===== config.mk =====
export PLATFORM = sky130hd
export DESIGN_NAME = i2s_rx
export DESIGN_NICKNAME = d
export VERILOG_FILES = /design/src/rtl/audio_pkg.sv /design/src/rtl/sync2.sv /design/src/rtl/i2s_rx.sv
export SDC_FILE = /design/constraint.sdc
export NUM_CORES = 1
export LEC_CHECK = 0
export CORE_UTILIZATION = 55
export DETAILED_ROUTE_END_ITERATION = 10
export DONT_BUFFER_PORTS = 1
export HOLD_SLACK_MARGIN = 0.12
export PLACE_DENSITY = 0.77
export SLEW_MARGIN = 20
export SYNTH_ARGS = -nofsm -noshare
export SYNTH_HDL_FRONTEND = slang
export SYNTH_SLANG_ARGS = --single-unit

===== constraint.sdc =====
create_clock -name clk -period 2.45 [get_ports clk]
set_input_delay 0.1225 -clock clk [delete_from_list [all_inputs] [get_ports clk]]
set_output_delay 0.1225 -clock clk [all_outputs]
set_load 0.02 [all_outputs]

===== src/rtl/audio_pkg.sv =====
// Shared audio-link definitions: sample width, frame size, receiver states.
// Latency: n/a (types and a pure function only).
// Backpressure: n/a.
package audio_pkg;

  localparam int SAMPLE_W   = 16;
  localparam int FRAME_BITS = 32;

  typedef enum logic [1:0] {
    HUNT  = 2'd0,
    LEFT  = 2'd1,
    RIGHT = 2'd2
  } state_t;

  // Offset binary to two's complement is a flip of the sign bit.
  function automatic logic [SAMPLE_W-1:0] conv_sample(input logic [SAMPLE_W-1:0] x,
                                                      input logic               offset_bin);
    conv_sample = offset_bin ? (x ^ {1'b1, {(SAMPLE_W-1){1'b0}}}) : x;
  endfunction

endpackage


===== src/rtl/sync2.sv =====
// Two-flop synchroniser for a small bundle of asynchronous single-bit inputs.
// Latency: 2 clk.
// Backpressure: none; free-running every clk.
module sync2 #(
  parameter int W = 3
) (
  input  logic         clk,
  input  logic         reset,
  input  logic [W-1:0] d_i,
  output logic [W-1:0] q_o
);

  logic [W-1:0] s1_q;
  logic [W-1:0] s2_q;

  // Plain two-stage metastability filter, cleared by synchronous reset.
  always_ff @(posedge clk) begin
    if (reset) begin
      s1_q <= '0;
      s2_q <= '0;
    end else begin
      s1_q <= d_i;
      s2_q <= s1_q;
    end
  end

  assign q_o = s2_q;

endmodule


===== src/rtl/i2s_rx.sv =====
// I2S / left-justified serial audio receiver producing 16-bit L/R samples.
// Latency: strobe 4 clk after the BCK pin edge carrying the last right bit.
// Backpressure: none; the mixer must take each strobe, samples hold until the next.
module i2s_rx
  import audio_pkg::*;
#(
  parameter int WS_DELAY      = 0,
  parameter int OFFSET_BINARY = 1,
  parameter int TIMEOUT       = 255
) (
  input  logic                clk,
  input  logic                reset,
  input  logic                i2s_bck,
  input  logic                i2s_ws,
  input  logic                i2s_din,
  output logic [SAMPLE_W-1:0] sample_l,
  output logic [SAMPLE_W-1:0] sample_r,
  output logic                sample_strobe,
  output logic                locked,
  output logic                frame_err
);

  localparam logic [7:0] TO_MAX   = 8'(TIMEOUT);
  localparam logic       CONV_EN  = (OFFSET_BINARY != 0);
  localparam logic       DELAYED  = (WS_DELAY != 0);
  localparam logic [4:0] LAST_BIT = 5'(SAMPLE_W - 1);
  localparam logic [4:0] CNT_SAT  = 5'd31;

  logic [2:0]          sync_s2;
  logic                bck_s2, ws_s2, din_s2;
  logic                rise, edge_ok;
  logic [SAMPLE_W-1:0] word;

  logic                bck_s3_q, ws_prev_q, ws_prev_d;
  state_t              state_q, state_d;
  logic                pend_q, pend_d;
  logic [4:0]          cnt_q, cnt_d;
  logic [SAMPLE_W-1:0] sh_q, sh_d;
  logic [SAMPLE_W-1:0] hold_l_q, hold_l_d;
  logic [7:0]          to_cnt_q, to_cnt_d;
  logic                locked_q, locked_d;
  logic                upd_q, upd_d;
  logic                err_q, err_d;
  logic                strobe_q, strobe_d;
  logic [SAMPLE_W-1:0] sample_l_q, sample_l_d;
  logic [SAMPLE_W-1:0] sample_r_q, sample_r_d;
  logic                go;

  sync2 #(.W(3)) u_sync (
    .clk   (clk),
    .reset (reset),
    .d_i   ({i2s_bck, i2s_ws, i2s_din}),
    .q_o   (sync_s2)
  );

  assign bck_s2 = sync_s2[2];
  assign ws_s2  = sync_s2[1];
  assign din_s2 = sync_s2[0];
  assign rise   = bck_s2 & ~bck_s3_q;
  // Any WS change starts a new half, except that HUNT only accepts the start of a left half.
  assign edge_ok = rise & (ws_s2 != ws_prev_q) & ((state_q != HUNT) | ~ws_s2);
  assign word   = {sh_q[SAMPLE_W-2:0], din_s2};

  // Protocol next-state: half tracking, bit capture, lock, timeout and output update.
  always_comb begin
    ws_prev_d  = ws_prev_q;
    state_d    = state_q;
    pend_d     = pend_q;
    cnt_d      = cnt_q;
    sh_d       = sh_q;
    hold_l_d   = hold_l_q;
    to_cnt_d   = to_cnt_q;
    locked_d   = locked_q;
    upd_d      = 1'b0;
    err_d      = 1'b0;
    strobe_d   = upd_q;
    sample_l_d = sample_l_q;
    sample_r_d = sample_r_q;
    go         = 1'b0;

    if (rise) begin
      ws_prev_d = ws_s2;
      to_cnt_d  = 8'd0;
      // Philips format starts the half one BCK after the WS edge; the edge rise
      // itself still carries the previous half's last bit.
      if (DELAYED) begin
        go     = pend_q;
        pend_d = edge_ok & ~pend_q;
      end else begin
        go     = edge_ok;
      end

      if (go) begin
        if ((state_q != HUNT) && (cnt_q <= LAST_BIT)) begin
          err_d    = 1'b1;
          locked_d = 1'b0;
        end
        state_d = (state_q == LEFT) ? RIGHT : LEFT;
        cnt_d   = 5'd1;
        sh_d    = {{(SAMPLE_W-1){1'b0}}, din_s2};
      end else if (state_q != HUNT) begin
        if (cnt_q != CNT_SAT) cnt_d = cnt_q + 5'd1;
        if (cnt_q <= LAST_BIT) sh_d = word;
        if (cnt_q == LAST_BIT) begin
          if (state_q == LEFT) begin
            hold_l_d = word;
            locked_d = 1'b1;
          end else begin
            upd_d = locked_q;
          end
        end
      end
    end else if (to_cnt_q == TO_MAX) begin
      state_d  = HUNT;
      pend_d   = 1'b0;
      locked_d = 1'b0;
    end else begin
      to_cnt_d = to_cnt_q + 8'd1;
    end

    // Rises are never back to back, so sh_q still holds the right word here.
    if (upd_q) begin
      sample_l_d = conv_sample(hold_l_q, CONV_EN);
      sample_r_d = conv_sample(sh_q, CONV_EN);
    end
  end

  // State registers with synchronous reset.
  always_ff @(posedge clk) begin
    if (reset) begin
      bck_s3_q   <= 1'b0;
      ws_prev_q  <= 1'b0;
      state_q    <= HUNT;
      pend_q     <= 1'b0;
      cnt_q      <= 5'd0;
      sh_q       <= '0;
      hold_l_q   <= '0;
      to_cnt_q   <= 8'd0;
      locked_q   <= 1'b0;
      upd_q      <= 1'b0;
      err_q      <= 1'b0;
      strobe_q   <= 1'b0;
      sample_l_q <= '0;
      sample_r_q <= '0;
    end else begin
      bck_s3_q   <= bck_s2;
      ws_prev_q  <= ws_prev_d;
      state_q    <= state_d;
      pend_q     <= pend_d;
      cnt_q      <= cnt_d;
      sh_q       <= sh_d;
      hold_l_q   <= hold_l_d;
      to_cnt_q   <= to_cnt_d;
      locked_q   <= locked_d;
      upd_q      <= upd_d;
      err_q      <= err_d;
      strobe_q   <= strobe_d;
      sample_l_q <= sample_l_d;
      sample_r_q <= sample_r_d;
    end
  end

  assign sample_l      = sample_l_q;
  assign sample_r      = sample_r_q;
  assign sample_strobe = strobe_q;
  assign locked        = locked_q;
  assign frame_err     = err_q;

endmodule


# == After elaboration in Yosys (flattened, before gate mapping) ==
# Cells that the tools add are included.
# totals
regBits,91
output_inout_bits,35
wordCells,73
# op_classes
n_addsub,2
order_cmp,1
n_eq_ne,10
n_mux,19
bitwise_logic,12
n_reduce_logical,14
# op_table
op,n
16-bit 2-to-1 mux,3
5-bit 2-to-1 mux,3
5-bit AND reduction,2
2-bit nonzero test,5
1-bit 2-to-1 mux,9
"3-bit by 1-bit != test with 1-bit output, second input constant",3
"8-bit by 1-bit adder with 8-bit output, second input constant",1
"8-bit equality test, second input constant",1
2-bit 2-to-1 mux,4
1-bit NOT,8
3-bit AND reduction,2
6-bit OR reduction,1
"5-bit by 1-bit adder with 5-bit output, second input constant",1
"5-bit by 4-bit equality test with 1-bit output, second input constant",1
"5-bit by 4-bit <= comparator with 1-bit output, second input constant",1
"5-bit != test, second input constant",1
1-bit AND,3
"3-bit by 2-bit != test with 1-bit output, second input constant",1
3-bit OR reduction,1
"2-bit by 1-bit equality test with 1-bit output, second input constant",1
"2-bit by 1-bit != test with 1-bit output, second input constant",1
2-bit AND reduction,1
2-bit OR reduction,1
1-bit logical AND,1
other kinds (2),2

# == Longest topological paths before layout ==
# Gate-level depths: netlist of the first run.
# logic_depth
depth_word,7
mapped_depth,7

# == Cells and area by module ==
# A second synthesis of the first run with hierarchy kept.
# unflattened
cells_unflattened,341
hier_area_um2,3448.3
# by_module_without_submodules
module,instances,cells_per_inst,area_per_inst_um2
i2s_rx,1,329,3290.7
sync2,1,12,157.7

# == Least setup slack after synthesis of the first run ==
# No wires, ideal clock.
# synth_timing
path_kind,reg-to-reg
start,register cnt_q[0]
end,register sh_q[10]
setup_ps,59
arrival_ps,1872
path_slack_ps,519
stages_incl_launch_ff,8
synth_period_minus_slack_ps,1931
cell_sequence,dfxtp_1 ha_1 and3_1 ha_1 or3_1 a21oi_2 buf_4 a22o_1
# synth_via
elab_chain_len,3
# synth_rtl
item,line,text
start: declaration,i2s_rx.sv:37,"logic [4:0] cnt_q, cnt_d;"
start signal: assignment,i2s_rx.sv:150,cnt_q <= cnt_d;
5-bit by 4-bit <= comparator with 1-bit output,i2s_rx.sv:103,if (cnt_q <= LAST_BIT) sh_d = word;
2-bit nonzero test (no source line),n/a,
3-bit AND reduction (no source line),n/a,
end signal: assignment,i2s_rx.sv:136,sh_q <= '0;
end signal: assignment,i2s_rx.sv:151,sh_q <= sh_d;
end: declaration,i2s_rx.sv:38,"logic [SAMPLE_W-1:0] sh_q, sh_d;"
# Every way passes these cells.
# A chain may end at the register's enable or synchronous reset.

# == Worst setup path in the final report of the first run ==
# layout_timing
start,register cnt_q[0]
end,register sh_q[12]
# The elaborated chain is that of the path after synthesis.

==> out/results.ini, run 1 <==
[synthesis]
synth-edff-count=0
synth_xor_area_frac=0.0206
synth-simple-area-share=0.159
ys_types=44
syn-cell-area_mm2=0.00335
yosysWarnings=0
synth_nets=327
avgSynthCellArea_um2=10.5
synth_fa_ha_area_frac=0.0150
ys_async_sr_fraction=0
seq_area_frac_synth=0.545
ys.flop_type=dfxtp_1
synth_top_family_by_area=simple AND/OR/NAND/NOR gates
synth.area.mux_share=0.144
synth-seq-cells=91
synthCells=318
synth_compound_area_frac=0.0916

[place]
post_dp_cell_area_mm2=0.00341
dpl_worst_slack_ps=377
gp_routability_congestion=0.812
portBuffers=0
dp_hpwl_mm=3.81

[global_route]
gr-total-overflow=0
grt_pass1_wl_mm=9.67
antenna_found_initial=0
grt_max_degree=69
grt_usage=0.196
grt_pass1_vias=2139

[clock_tree]
clkSlewWorstSetupHoldPaths_ps=90
insertion_delay_ps=360
cts_tree=yes
cts_buffers=9
numClockSinks=91
cts.root.buffer_cell=clkbuf_8
postCtsHoldBufs=6
clock_path_buffers=2
h-tree-depth=3
cts_setup_buffers=0
cts_resized=0

[sta]
rsz0062_at_grt=false
hold_ws_ps=176
final.min_clock_period_ps=2140
finalClockSkew_ps=6.72
drv_slew=0
hold_violations=0
slew_headroom=0.477
max_freq_mhz=468
tightestPinTransition_ps=779
fin_crit_sh=0.872
timing.final.ws_setup_ps=314
tns_ps=0
finalSetupViolations=0

[floorplan]
start_util=0.568
die_area_mm2=0.00640
die_w_um=80.0
row_count=28
core_area_mm2=0.00589
io_pins=40
die_y_um=80.0

[setup_path]
critPathMostFrequentCell=ha_1
critical_path_required_ps=2750
max_stage_delay_ps=620
end_kind=flip-flop
crit_path_cell_trace=ha_1, and3_1, ha_1, o22ai_1, nor4_4, a22o_1
crit_type=flip-flop to flip-flop
start_kind=flip-flop
critPathBufInv=0
cp_slowest_cell=nor4_4
cp.arrival_ps=2440
crit_path_max_fanout=15
cp_top_family=simple AND/OR/NAND/NOR gates

[final_layout]
syn2layout_area_growth_pct=10.7
antenna_cells=0
final_layout_size_suffix_gt1_frac=0.0881
final_cell_area_mm2=0.00370
fill_cells=478
nNetsFinal=333

[route]
firstDrtPassIters=4
dr_total_vias=2224
drc_errors=0
antenna_left=0
dr.first_iter.drc_count=120
via_per_inst=5.50
finalWirelength_mm=5.95
wire_per_inst_um=14.7

[power]
leakage_uw=0.00128
powerDensity_mw_per_mm2=700
ir_worst_vdd_mv=0.526

[worst_hold_path]
hold_path_class=input pin to flip-flop

[run_status]
status=finished clean

[flow_run]
cap_violations=0

==> synthesized netlist by cell type (4+ instances only) <==
cell type / n / area, um^2
dfxtp_1: 91 / 1820
nor2_1: 61 / 229
mux2i_1: 48 / 480
a22o_1: 15 / 131
nor2b_1: 9 / 56.3
nor3_1: 9 / 45.0
clkbuf_1: 8 / 30.0
a21oi_1: 6 / 30.0
nand2_1: 6 / 22.5
o211ai_1: 5 / 37.5
xor2_1: 5 / 43.8
buf_2: 4 / 20.0
ha_1: 4 / 50.1
==> logic make-up (layout without fill, tap and decap cells) <==
group                      Yosys count  after routing
and+or+nand+nor                    109            109
DFF                                 91             91
muxes                               48             48
AOI/OAI and AO/OA                   40             40
buffers and inverters               19             30
xor gates and xnor gates             7              7
adders and majority gates            4              4
==> state kept, by name (all words and copies together) (netlist names) <==
| register | flops |
|---|---|
| hold_l_q | 16 |
| cnt_q | 5 |
| state_q | 2 |
| sample_strobe | 1 |
| frame_err | 1 |
| sample_r | 16 |
| strobe_d | 1 |
| sample_l | 16 |
| ws_prev_q | 1 |
| bck_s3_q | 1 |
| locked | 1 |
| u_sync.s1_q | 3 |
| sh_q | 16 |
| to_cnt_q | 8 |
| u_sync.q_o | 3 |
==> per-stage QoR <==
stage / std cells / utilization / total power (uW)
6_report: 404 / 0.629 / 2590
5_1_grt: 404 / 0.629 / 2690
3_5_place_dp: 382 / 0.580 / 1560
3_3_place_gp: 382 / 0.579 / 1560
4_1_cts: 404 / 0.629 / 2620
2_1_floorplan: 318 / - / 1570
==> path summary, 6_finish.rpt <==
| check | start | slack, ps | end | cells past startpoint |
|---|---|---|---|---|
| max | cnt_q[0]$_SDFFE_PP0P_ | 310 | sh_q[12]$_SDFFE_PP0P_ | 6 |
| max reg2reg | cnt_q[0]$_SDFFE_PP0P_ | 310 | sh_q[12]$_SDFFE_PP0P_ | 6 |
| min reg2reg | u_sync.s1_q[2]$_SDFF_PP0_ | 440 | u_sync.q_o[2]$_SDFF_PP0_ | 1 |
| min | reset | 180 | sh_q[3]$_SDFFE_PP0P_ | 3 |
==> where the power goes <==
part,leakage (uW),internal (uW),switching [uW]
registers,0.000735,1490,6.04
logic,0.000445,20.7,40.1
clock network,0.000103,490,549
==> final cells by class <==
type,instances,area [um^2],share of cell area
flip-flops and latches,91,1820,0.492
repair buffers,12,123,0.0331
well taps,75,93.8,0.0253
clock inverters,7,86.3,0.0233
multi-input cells,208,1450,0.390
inverters,2,7.51,0.00203
clock buffers,9,124,0.0335
==> worst reg2reg max path, stage by stage, from the launching register on <==
cell and delay, ps:
dfxtp_1 410, ha_1 220, and3_1 200, ha_1 210, o22ai_1 160, nor4_4 620
a22o_1 270
==> cells in the final DEF, fill, tap and decap left out, drive strengths merged, types with 2 or more instances in the layout <==
cell,synthesis,routed
and3,2,2
a21oi,7,7
dfxtp,91,91
and2,2,2
ha,4,4
a22o,15,15
nor4,4,4
inv,2,4
nand3,3,3
buf,9,7
o21ai,2,2
nor2,61,61
dlygate4sd3,0,5
xor2,6,6
clkbuf,8,9
nor3,9,9
or3,3,3
o22ai,2,2
a41oi,2,2
nand4,2,2
nand2,6,6
mux2i,48,48
nand2b,3,3
o211ai,5,5
a211oi,2,2
clkinv,0,3
nor2b,9,9
==> layer usage <==
| layer | track usage | share of wire |
|---|---|---|
| met5 | 0 | 0 |
| met4 | 0.0571 | 0.0066 |
| met3 | 0.0709 | 0.059 |
| met2 | 0.323 | 0.47 |
| met1 | 0.239 | 0.46 |
No activity file was read; power rests on OpenSTA's default activity.
==> run 2, diff against run 1 <==
--- a/config.mk
+++ b/config.mk
@@ -5,6 +5,7 @@
 export SDC_FILE = /design/constraint.sdc
 export NUM_CORES = 1
 export LEC_CHECK = 0
+export ABC_AREA = 1
 export CORE_UTILIZATION = 55
 export DETAILED_ROUTE_END_ITERATION = 10
 export DONT_BUFFER_PORTS = 1
==> run 2 against run 1 <==
  * First-iteration DRC count rose by 110%
  * Hold slack improved by 40 ps
  * Sequential cell count did not move
  * Critical path depth rose by 2
  * Synthesized cell count rose by 36%
  * Die area rose by 3.3%
  * Core utilization fell by 0.92 points
  * Cell count rose by 26%
  * Via count rose by 24%
  * Total power rose by 0.35%
  * Register-to-register slack improved by 100 ps
  * Largest cell class unchanged
  * Highest routed layer unchanged
==> out/results.ini, run 2 <==
[global_route]
grt_max_degree=36  ; -48%
grt_usage=0.232  ; +0.0356
grt_pass1_vias=2578  ; +21%
gr-total-overflow=0  ; unchanged
grt_pass1_wl_mm=11.6  ; +20%
antenna_found_initial=0  ; unchanged

[setup_path]
cp_slowest_cell=nand2_1
max_stage_delay_ps=430  ; -190 ps
crit_type=flip-flop to flip-flop
start_kind=flip-flop
critical_path_required_ps=2740  ; about the same
cp.arrival_ps=2320  ; -120 ps
end_kind=flip-flop
crit_path_cell_trace=ha_1, nand2_1, nor2_1, ha_1, o21ai_0, nand2_1, nand4_1, a21oi_1
crit_path_max_fanout=16  ; +1

[synthesis]
syn-cell-area_mm2=0.00346  ; +3.4%
yosysMostFrequentCell=nor2_1
synth_top_area_share=0.527  ; -0.0179
synth-seq-cells=91  ; unchanged
synth_area_leaders=dfxtp_1 (53%), nor2_1 (12%), o21ai_0 (6.8%), nand2_1 (4.0%), a21oi_1 (3.8%)
ys_async_sr_fraction=0  ; unchanged
ys.flop_type=dfxtp_1
seq_area_frac_synth=0.527  ; -0.0179
synth_nets=442  ; +35%
ys_types=26  ; -41%
yosysWarnings=0  ; unchanged
synth_common_cells=nor2_1 (107), dfxtp_1 (91), o21ai_0 (47)
synth-edff-count=0  ; unchanged
synth_largest_area_cell=dfxtp_1
avgSynthCellArea_um2=7.99  ; -24%
synthCells=433  ; +36%

[final_layout]
final_layout_size_suffix_gt1_frac=0.103  ; +0.0153
nNetsFinal=439  ; +32%
layout_commonest_cell=nor2_1
final_cell_mix=nor2_1 (107), dfxtp_1 (91), o21ai_0 (47), nand2_1 (37), a21oi_1 (26)
fin_util=0.620  ; -0.00916
ff_latch_area_mm2=0.00182  ; about the same
fin_cells=510  ; +26%
fill_cells=557  ; +17%
multiInputGateArea_mm2=0.00144  ; -0.69%
antenna_cells=0  ; unchanged
syn2layout_area_growth_pct=7.34
final_cell_area_mm2=0.00371  ; +0.30%

[clock_tree]
postCtsHoldBufs=4  ; -2
cts.root.buffer_cell=clkbuf_8
cts_setup_buffers=0  ; unchanged
insertion_delay_ps=360  ; about the same
cts_tree=yes
numClockSinks=91  ; unchanged
h-tree-depth=3  ; unchanged
clock_path_buffers=2  ; unchanged
cts_resized=0  ; unchanged
clkSlewWorstSetupHoldPaths_ps=100  ; about the same
cts_buffers=9  ; unchanged

[worst_hold_path]
hold_path_class=input pin to flip-flop

[route]
wire_per_inst_um=13.5  ; -8.3%
via_per_inst=5.40  ; -1.9%
firstDrtPassIters=4  ; unchanged
finalWirelength_mm=6.89  ; +16%
dr_total_vias=2754  ; +24%
dr.first_iter.drc_count=254  ; +110%
antenna_left=0  ; unchanged
drc_errors=0  ; unchanged

[floorplan]
core_area_mm2=0.00599  ; +1.8%
die_w_um=81.3  ; +1.6%
io_pins=40  ; unchanged
start_util=0.577  ; +0.00903
die_y_um=81.3  ; +1.6%
row_count=28  ; unchanged
die_area_mm2=0.00661  ; +3.3%

[sta]
tightestPinTransition_ps=914  ; +135 ps
rsz0062_at_grt=false
fin_crit_sh=0.829  ; -0.0426
tns_ps=0  ; unchanged
drv_slew=0  ; unchanged
hold_ws_ps=216  ; +40.4 ps
hold_violations=0  ; unchanged
finalClockSkew_ps=13.5  ; +6.76 ps
max_freq_mhz=492  ; +5.1%
slew_headroom=0.390  ; -0.0866
finalSetupViolations=0  ; unchanged
final.min_clock_period_ps=2030  ; -104 ps

[place]
dp_hpwl_mm=4.42  ; +16%
dp.cells=490  ; +28%
post_dp_cell_area_mm2=0.00347  ; +1.6%
portBuffers=0  ; unchanged
gp_routability_congestion=0.856  ; +5.4%

[power]
powerDensity_mw_per_mm2=701  ; about the same
leakage_uw=0.00161  ; +26%
ir_worst_vdd_mv=0.520  ; -1.2%

[run_status]
status=finished clean

[flow_run]
cap_violations=0  ; unchanged

-- run 2: logic make-up (layout without fill, tap and decap cells) --
family                     after synthesis  in the layout  synth area share
and+or+nand+nor                        205            205             0.269
DFF                                     91             91             0.527
AOI/OAI and AO/OA                       85             85             0.124
buffers and inverters                   45             47            0.0586
adders and majority gates                4              4            0.0145
xor gates and xnor gates                 3              3           0.00760
-- run 2: final timing paths --
kind	start	end	slack, ps	cells past startpoint
setup reg to reg	cnt_q[0]$_SDFFE_PP0P_	sh_q[2]$_SDFFE_PP0P_	420	8
setup / recovery	cnt_q[0]$_SDFFE_PP0P_	sh_q[2]$_SDFFE_PP0P_	420	8
hold reg to reg	u_sync.s1_q[2]$_SDFF_PP0_	u_sync.q_o[2]$_SDFF_PP0_	410	2
hold / removal	reset	state_q[0]$_SDFFE_PP0P_	220	3
-- run 2: worst max-delay path: cells and delay by family (launching register included) --
kind            cells  cell delay (ps)
compound gates      2              310
simple gates        4              820
flops               1              410
fa+ha+maj           2              440
-- run 2: power by group --
part | internal (uW) | switching, uW
Clock | 491 | 563
Sequential | 1490 | 6.10
Combinational | 16.6 | 39.0
Total | 1990 | 608
-- run 2: area by class of cell --
cell class,instances,area share
timing repair buffer,8,0.0175
clock buffer,9,0.0334
tap,75,0.0253
clock inverter,7,0.0229
inverter,23,0.0239
sequential,91,0.491
multi-input combinational,297,0.386
-- run 2: per-layer routing --
layer / GRT usage / vias to the layer above / share of wire
li1: - / 1415 / -
met1: 0.277 / 1266 / 0.46
met4: 0.0857 / 0 / 0.013
met5: 0 / - / 0
met3: 0.0921 / 10 / 0.057
met2: 0.372 / 63 / 0.47
-- run 2: metrics by stage --
step,worst slack (ps),total power (uW)
after floorplan,795,1570
after global placement,599,1570
after detailed placement,480,1570
after CTS,451,2630
after global routing,229,2710
final,418,2600
==> run 3, diff against run 2 <==
==> constraint.sdc (replaced) <==
create_clock -name clk -period 1.9 [get_ports clk]
set_input_delay 0.095 -clock clk [delete_from_list [all_inputs] [get_ports clk]]
set_output_delay 0.095 -clock clk [all_outputs]
set_load 0.02 [all_outputs]
==> run 3 against run 2 <==
  * Hold slack lost 87 ps
  * Fmax up 20%
  * Clock power grew 22%
  * Critical path type unchanged
==> out/results.ini, run 3 (synthesis results as in run 2) <==
[clock_tree]
insertion_delay_ps=360  ; about the same
clkSlewWorstSetupHoldPaths_ps=80  ; -20 ps
cts_tree=yes
numClockSinks=91  ; unchanged
cts_buffers=9  ; unchanged
clock_path_buffers=2  ; unchanged
cts.root.buffer_cell=clkbuf_8
h-tree-depth=3  ; unchanged

[setup_path]
cp_slowest_cell=nor3_2
crit_path_max_fanout=7  ; -9
crit_path_cell_trace=ha_1, nand2_1, nor2_2, ha_1, nor3_2, nor2_2, nand2_1, a21oi_1
critPathBufInv=0  ; unchanged
cp_top_family=simple AND/OR/NAND/NOR gates
start_kind=flip-flop
end_kind=flip-flop
crit_type=flip-flop to flip-flop
r2r_start=cnt_q[0]$_SDFFE_PP0P_
rr_worst_depth=8  ; unchanged
critical_path_required_ps=2110  ; -630 ps
rr_endpoint=cnt_q[1]$_SDFFE_PP0P_
cp.arrival_ps=1900  ; -420 ps
max_stage_delay_ps=420  ; about the same
reg2reg_slack_ps=210  ; -210 ps

[route]
via_per_inst=5.44  ; +0.70%
dr.first_iter.drc_count=264  ; +3.9%
wire_per_inst_um=13.3  ; -1.3%
drc_errors=0  ; unchanged
dr_total_vias=2806  ; +1.9%
antenna_left=0  ; unchanged
firstDrtPassIters=4  ; unchanged
finalWirelength_mm=6.88  ; -0.15%

[sta]
final.min_clock_period_ps=1690  ; -338 ps
drv_slew=0  ; unchanged
tns_ps=0  ; unchanged
fin_crit_sh=0.891  ; +0.0619
tightestPinTransition_ps=542  ; -371 ps
finalSetupViolations=0  ; unchanged
timing.final.ws_setup_ps=207  ; -212 ps
finalClockSkew_ps=11.7  ; -1.80 ps
slew_headroom=0.638  ; +0.248
hold_violations=0  ; unchanged
rsz0062_at_grt=false
max_freq_mhz=591  ; +20%

[global_route]
gr-total-overflow=0  ; unchanged
antenna_found_initial=0  ; unchanged
grt_max_degree=34  ; -5.6%
grt_pass1_vias=2577  ; -0.039%
grt_usage=0.234  ; +0.00243
grt_pass1_wl_mm=11.8  ; +1.8%

[final_layout]
final_layout_size_suffix_gt1_frac=0.118  ; +0.0145
fill_cells=553  ; -0.72%
syn2layout_area_growth_pct=8.86
antenna_cells=0  ; unchanged
final_cell_mix=nor2_1 (106), dfxtp_1 (89), o21ai_0 (47), nand2_1 (37), a21oi_1 (26)
nNetsFinal=445  ; +1.4%
layout_commonest_cell=nor2_1

[worst_hold_path]
hold_path_class=input pin to flip-flop
worstHoldStart=reset
min_to=cnt_q[0]$_SDFFE_PP0P_
hold-path-cell-count=4  ; +1

[floorplan]
row_count=28  ; unchanged
core_area_mm2=0.00599  ; unchanged
die_y_um=81.3  ; unchanged
start_util=0.577  ; unchanged
die_w_um=81.3  ; unchanged
io_pins=40  ; unchanged
die_area_mm2=0.00661  ; unchanged

[place]
portBuffers=0  ; unchanged
dp_hpwl_mm=4.51  ; +2.1%
gp_routability_congestion=0.824  ; -3.8%
dpl_worst_slack_ps=110  ; -371 ps

[run_status]
status=finished clean

[power]
ir_worst_vdd_mv=0.632  ; +21%
leakage_uw=0.00165  ; +2.4%
powerDensity_mw_per_mm2=870  ; +24%

[flow_run]
cap_violations=0  ; unchanged

run 3: worst max-delay path by stage:
stage                           from               endpoint  slack, ps  cells after the start
3_3_place_gp   cnt_q[0]$_SDFFE_PP0P_   sh_q[4]$_SDFFE_PP0P_        200                      9
6_report       cnt_q[0]$_SDFFE_PP0P_  cnt_q[1]$_SDFFE_PP0P_        210                      8
5_1_grt        cnt_q[1]$_SDFFE_PP0P_   sh_q[8]$_SDFFE_PP0P_         30                      9
4_1_cts        cnt_q[0]$_SDFFE_PP0P_   sh_q[8]$_SDFFE_PP0P_         30                      9
2_1_floorplan  cnt_q[0]$_SDFFE_PP0P_   sh_q[8]$_SDFFE_PP0P_        240                      9
3_5_place_dp   cnt_q[0]$_SDFFE_PP0P_   sh_q[9]$_SDFFE_PP0P_        110                      9
run 3: worst register-to-register path: stages, from the launching register on:
cell     delay, ps
dfxtp_2        350
ha_1           210
nand2_1         80
nor2_2          50
ha_1           180
nor3_2         420
nor2_2         130
nand2_1         80
a21oi_1         60
run 3: power breakdown:
part           switching, uW  leakage [uW]  internal [uW]
logic                   51.1      0.000824           23.4
clock network            660     0.0000901            616
registers               7.33      0.000736           1920
run 3: timing repair:
action | CTS | global route
setup buffers | 0 | 1
hold buffers | 4 | 0
endpoints found under the hold margin | 40 | 0
endpoints found under the setup margin | 0 | 17
gates resized for setup | 0 | 4
run 3: final cells by class:
class | instances | area [um^2] | share of cell area
Inverter | 23 | 88.8 | 0.0236
Tap cell | 75 | 93.8 | 0.0249
Clock inverter | 5 | 62.6 | 0.0166
Sequential cell | 91 | 1820 | 0.484
Clock buffer | 11 | 131 | 0.0349
Multi-Input combinational cell | 297 | 1440 | 0.383
Timing Repair Buffer | 14 | 123 | 0.0326
run 3: through the flow:
| stage | utilization | total power (uW) | cell area, um^2 | cells | hold slack [ps] |
|---|---|---|---|---|---|
| after floorplan | - | 2020 | 3460 | 433 | 202 |
| after detailed placement | 0.588 | 2030 | 3520 | 495 | 171 |
| final | 0.629 | 3270 | 3770 | 516 | 129 |
| after CTS | 0.627 | 3300 | 3750 | 515 | 128 |
| after global placement | 0.588 | 2030 | 3520 | 495 | 168 |
| after global routing | 0.629 | 3400 | 3770 | 516 | 142 |
run 3: per-layer routing:
| layer | part of all wire | track usage | vias up |
|---|---|---|---|
| met5 | 0 | 0 | - |
| met1 | 0.45 | 0.286 | 1295 |
| met4 | 0.014 | 0.0750 | 0 |
| li1 | - | - | 1424 |
| met2 | 0.48 | 0.379 | 77 |
| met3 | 0.060 | 0.0865 | 10 |
